[config.mk]
export PLATFORM = sky130hd
export DESIGN_NAME = updown_counter_param
export DESIGN_NICKNAME = d
export VERILOG_FILES = /design/src/rtl/updown_counter_param.sv
export SDC_FILE = /design/constraint.sdc
export NUM_CORES = 1
export LEC_CHECK = 0
export CORE_UTILIZATION = 38
export DETAILED_ROUTE_END_ITERATION = 8
export PLACE_DENSITY = 0.79
export SLEW_MARGIN = 40
export SYNTH_ARGS = -nofsm -noshare
export SYNTH_HDL_FRONTEND = slang
export SYNTH_SLANG_ARGS = --single-unit
[constraint.sdc]
create_clock -name clk -period 1.7 [get_ports clk]
set_clock_uncertainty 0.2 [all_clocks]
set_input_delay 0.255 -clock clk [delete_from_list [all_inputs] [get_ports clk]]
set_output_delay 0.255 -clock clk [all_outputs]
set_load 0.05 [all_outputs]
[src/rtl/updown_counter_param.sv]
// Parametrised modulo up/down counter with wrap or saturate policy, parallel
// load with clamp, terminal-count flag, registered wrap pulse and sticky overflow.
module updown_counter_param #(
  parameter int              WIDTH    = 4,
  parameter longint unsigned MAX      = (64'd1 << WIDTH) - 64'd1,
  parameter int              SATURATE = 0
) (
  input  logic             clk,
  input  logic             reset,
  input  logic             en,
  input  logic [1:0]       mode,
  input  logic             load,
  input  logic [WIDTH-1:0] load_value,
  input  logic             clr_ovf,
  output logic [WIDTH-1:0] count,
  output logic             moving,
  output logic             tc,
  output logic             wrap,
  output logic             ovf
);

  localparam longint unsigned MAX_LIMIT = (64'd1 << WIDTH) - 64'd1;
  localparam logic [WIDTH-1:0] MAX_C    = WIDTH'(MAX);
  localparam logic             SAT_C    = (SATURATE != 0);
  localparam logic [WIDTH-1:0] ZERO_C   = '0;
  localparam logic [WIDTH-1:0] ONE_C    = WIDTH'(1);

  localparam logic [1:0] MODE_CLR  = 2'b00;
  localparam logic [1:0] MODE_UP   = 2'b01;
  localparam logic [1:0] MODE_DOWN = 2'b10;
  localparam logic [1:0] MODE_HOLD = 2'b11;

  generate
    if (WIDTH < 2 || WIDTH > 32) begin : g_bad_width
      $error("updown_counter_param: WIDTH must be in 2..32");
    end
    if (MAX < 64'd1 || MAX > MAX_LIMIT) begin : g_bad_max
      $error("updown_counter_param: MAX must be in 1..2**WIDTH-1");
    end
  endgenerate

  logic [WIDTH-1:0] count_r;
  logic             wrap_r;
  logic             ovf_r;

  logic [WIDTH-1:0] next_count_s;
  logic             next_wrap_s;
  logic             ovf_set_s;
  logic             active_s;
  logic             tc_s;
  logic             moving_s;

  assign active_s = en & ~load;

  // Terminal-count and moving flags, combinational from the present inputs
  always_comb begin
    tc_s     = 1'b0;
    moving_s = 1'b0;
    if (active_s) begin
      tc_s     = ((mode == MODE_UP) && (count_r == MAX_C)) ||
                 ((mode == MODE_DOWN) && (count_r == ZERO_C));
      moving_s = ((mode == MODE_UP) || (mode == MODE_DOWN)) && !(SAT_C && tc_s);
    end else begin
      tc_s     = 1'b0;
      moving_s = 1'b0;
    end
  end

  // Next-state selection: load beats enable; out-of-range counts recover to 0 on any step
  always_comb begin
    next_count_s = count_r;
    next_wrap_s  = 1'b0;
    ovf_set_s    = 1'b0;
    if (load) begin
      if (load_value > MAX_C) begin
        next_count_s = MAX_C;
        ovf_set_s    = 1'b1;
      end else begin
        next_count_s = load_value;
      end
    end else if (en) begin
      case (mode)
        MODE_CLR: begin
          next_count_s = ZERO_C;
        end
        MODE_UP: begin
          if (count_r > MAX_C) begin
            next_count_s = ZERO_C;
          end else if (count_r == MAX_C) begin
            ovf_set_s    = 1'b1;
            next_count_s = SAT_C ? MAX_C : ZERO_C;
            next_wrap_s  = ~SAT_C;
          end else begin
            next_count_s = count_r + ONE_C;
          end
        end
        MODE_DOWN: begin
          if (count_r > MAX_C) begin
            next_count_s = ZERO_C;
          end else if (count_r == ZERO_C) begin
            ovf_set_s    = 1'b1;
            next_count_s = SAT_C ? ZERO_C : MAX_C;
            next_wrap_s  = ~SAT_C;
          end else begin
            next_count_s = count_r - ONE_C;
          end
        end
        MODE_HOLD: begin
          next_count_s = count_r;
        end
        default: begin
          next_count_s = count_r;
        end
      endcase
    end else begin
      next_count_s = count_r;
    end
  end

  // State registers; a set condition overrides a coincident overflow clear
  always_ff @(posedge clk or posedge reset) begin
    if (reset) begin
      count_r <= '0;
      wrap_r  <= 1'b0;
      ovf_r   <= 1'b0;
    end else begin
      count_r <= next_count_s;
      wrap_r  <= next_wrap_s;
      ovf_r   <= ovf_set_s | (ovf_r & ~clr_ovf);
    end
  end

  assign count  = count_r;
  assign wrap   = wrap_r;
  assign ovf    = ovf_r;
  assign tc     = tc_s;
  assign moving = moving_s;

endmodule

==> qor.csv <==
stage,metric,value,unit
status,outcome,"finished, violations left",
status,violations_in_the_final_reports,"hold timing, setup timing",
final_layout,area_growth,94.67,%
logic_synthesis,synth_compound_gate_area_share,22.28,%
global_routing,grt_start_max_net_pins,11,
pwr,power.switching,0.2368,mW
floorplanning,core_area,1186,sq um
cts,hold_buffers,0,
cts,ctsLongestPathBuffers,2,
cts,htreeDepth,1,
cts,clock_insertion_delay_at_the_later_pin_of_the_skew_report,270,ps
cts,root_buffer_selected_by_cts,sky130_fd_sc_hd__clkbuf_4,
global_routing,residual_overflow_from_global_routing,0,
global_routing,antenna_found_initial,0,
job,max-cap-violations,0,
worst_setup_path,critPathRequiredTime,1240,ps
timing,timing.final.ws_setup,-252.5,ps
final_layout,diodes,0,
logic_synthesis,syn_area,516.7,sq um
logic_synthesis,synthesized_instance_count,60,
timing,rsz0062_at_grt,yes,
timing,report.final.setup_viol,4,
pwr,comb_power_share,47.1,%
logic_synthesis,muxShareOfSynthArea,1.937,%
placed_design,post-dp-hpwl,1007,um
worst_setup_path,max_stage_delay,460,ps
logic_synthesis,synthDistinctLibCells,28,
floorplanning,floorplan.io_pins,19,
worst_setup_path,criticalPathCategory,reg -> out,
worst_setup_path,regToRegEndpoint,count[2],
logic_synthesis,synth.ff_latch_count,6,
worst_setup_path,cp_max_fo,4,
pwr,p_int,0.4099,mW
placed_design,port_buffers,18,
routing,detail_route.first_pass.iterations,5,
floorplanning,die-width,38.88,um
global_routing,grt_pass1_vias,590,
placed_design,dpl.cell_count,99,
timing,relSlewSlack,80.39,%
logic_synthesis,synth-seq-area-share,29.06,%
cts,tritoncts.num_buffers,3,
logic_synthesis,yosys.area_share.adder,12.11,%
worst_setup_path,endpoint_kind,primary output,
cts,cts_tree,done,
floorplanning,initial_core_util,43.57,%
logic_synthesis,synth-edff-count,0,
final_layout,final_net_count,112,
routing,vias_per_instance,5.734,
final_layout,ratio_of_cells_with_drive_above_1_in_the_final_layout,46.32,%
timing,finalMaxSlewViolations,0,
pwr,power.switching_fraction,36.62,%
global_routing,gr-usage-all-layers,26.78,%
logic_synthesis,synth_xor_xnor_area_share,3.390,%
final_layout,finalInstanceArea,1006,sq um
routing,postRouteWirelength,1801,um
routing,first_iter_violations,24,
floorplanning,chipHeight,38.88,um
timing,finalHoldWorstSlack,-6.205,ps
floorplanning,rows,12,
timing,min_period_over_period,114.9,%
worst_setup_path,timing.critical_path.cells,ha_4 -> buf_6 -> nand4_1 -> a21oi_4 -> buf_12,
worst_hold_path,type_of_the_tightest_min_delay_check,in -> async,
logic_synthesis,syn_area_per_cell,8.612,sq um
pwr,power.static_leakage,0.4536,nW
worst_setup_path,worst_ep_arrival_time,1500,ps
pwr,power_frac_clock,24.4,%
pwr,power.share.sequential,28.5,%
logic_synthesis,yosys_warnings,0,
placed_design,detailed_place.area,885.9,sq um
logic_synthesis,synth-async-reset-ratio,100.0,%
routing,ant_nets,0,
pwr,max-vdd-ir-drop,0.3571,mV
worst_setup_path,r2r_start,count[0],
timing,maxClockFrequency,512.2,MHz
logic_synthesis,synth-main-ff-cell,sky130_fd_sc_hd__dfrtp_1,
cts,cts.sinks,6,
timing,worst_pin_slew,292.5,ps
pwr,cellPowerDensity,642.9,nW/um^2
logic_synthesis,synth-simple-area-share,21.55,%
routing,remaining_drc_errors,0,
routing,via_count,625,
worst_setup_path,reg2reg_depth,6,
worst_setup_path,worst_path_max_delay_cell,sky130_fd_sc_hd__dfrtp_4,
worst_setup_path,cp-start-kind,flip-flop,
floorplanning,dieArea,1511,sq um
timing,post-route-min-period,1953,ps
logic_synthesis,combinational_family_with_the_most_area_after_synthesis,compound AO/OA/AOI/OAI gates,
placed_design,routability_congestion_estimate,0.7719,
routing,detail_route.wl_per_cell,16.52,um
global_routing,first_pass_grt_wire_length,2587,um
final_layout,post_layout_nonfiller_instances,109,
logic_synthesis,postSynthNetCount,76,
worst_setup_path,setup.reg_to_reg.worst_slack,-230,ps
timing,finalHoldViolCount,3,
cts,clk_transition_reported_paths,60,ps
==> registers in the layout, indices dropped and copies added, names as in the netlist <==
signal and count:
wrap 1, count 4, ovf 1
==> cell type report <==
type	count	area, sq um
inverters	9	33.78
multi-input cells	43	415.4
repair buffers	33	352.8
flip-flops and latches	6	160.2
well taps	14	17.52
fillers	65	180.2
clock buffers	4	26.28
==> critical path: cells and delay by family (launching register included) <==
family	cells	cell delay, ps
AO/OA/AOI/OAI	1	220
adder cells (fa/ha/maj)	1	150
buffers and inverters	2	240
flip-flops	1	460
AND/OR/NAND/NOR	1	160
==> routing by layer <==
layer	part of all wire, %	track usage (%)	wire [um]
met1	37	28.93	659
met2	50	43.33	900
met3	6.4	6.936	115
met4	6.9	21.55	125
met5	0	0	0
==> through the flow <==
step / TNS, ps / setup WS [ps] / hold WS (ps) / util (%) / total power, mW
3_5_place_dp: -2210 / -328.9 / 267.2 / 74.68 / 0.4417
2_1_floorplan: -152.7 / -71.30 / -154.1 / - / 0.3242
6_report: -683.9 / -252.5 / -6.205 / 84.81 / 0.6467
4_1_cts: -364.0 / -190.5 / 14.63 / 82.91 / 0.6192
5_1_grt: -837.3 / -268.2 / 33.22 / 84.81 / 0.6719
3_3_place_gp: -1850 / -277.0 / 260.3 / 74.68 / 0.4385
==> cell families (layout without fill, tap and decap cells) <==
logic type | Yosys count | in the layout
fa+ha+maj | 5 | 5
compound gates | 15 | 15
xor+xnor | 2 | 2
simple gates | 20 | 20
buf+inv | 11 | 46
flops | 6 | 6
mux | 1 | 1
==> placed cells by master (no fill, tap or decap), drive strengths merged, types with 2 or more instances in the layout <==
cell           netlist  layout
buf                  2      23
inv                  9       9
clkdlybuf4s50        0       8
nand2                6       6
dfrtp                6       6
ha                   5       5
a21oi                4       4
clkbuf               0       4
nand2b               3       3
nor2                 3       3
and2                 2       2
a221o                2       2
xor2                 2       2
dlygate4sd2          0       2
nor3                 2       2
==> how the worst max path moves through the flow <==
stage	start	endpoint	slack (ps)	cells after the start
floorplan	count[1]	tc	-70	4
global route	count[0]	tc	-270	5
global placement	mode[0]	count[3]	-280	7
finish	count[0]	tc	-250	5
detailed placement	mode[0]	tc	-330	6
CTS	count[1]	tc	-190	5
==> power groups by stage <==
stage          clock (mW)  combinational, mW  sequential, mW
6_report            0.158              0.305           0.184
5_1_grt             0.164              0.323           0.186
4_1_cts             0.154              0.284           0.182
3_5_place_dp            0              0.258           0.184
3_3_place_gp            0              0.254           0.185
2_1_floorplan           0              0.110           0.214
==> what timing repair did <==
item / in CTS / in global routing
gates resized for setup: 10 / 3
setup buffers: 5 / 1
gates cloned: 0 / 0
pin swaps: 7 / 4
endpoints found under the setup margin: 6 / 6
==> synthesized netlist by cell type, types with 2 or more instances <==
cell / count / area share (%)
sky130_fd_sc_hd__a21oi_1: 4 / 3.9
sky130_fd_sc_hd__a221o_1: 2 / 3.9
sky130_fd_sc_hd__and2_1: 2 / 2.4
sky130_fd_sc_hd__dfrtp_1: 6 / 29
sky130_fd_sc_hd__ha_1: 5 / 12
sky130_fd_sc_hd__inv_1: 9 / 6.5
sky130_fd_sc_hd__nand2_1: 6 / 4.4
sky130_fd_sc_hd__nand2b_1: 3 / 3.6
sky130_fd_sc_hd__nor2_1: 3 / 2.2
sky130_fd_sc_hd__xor2_1: 2 / 3.4
Note: power is estimated with default switching activity, not from simulation.
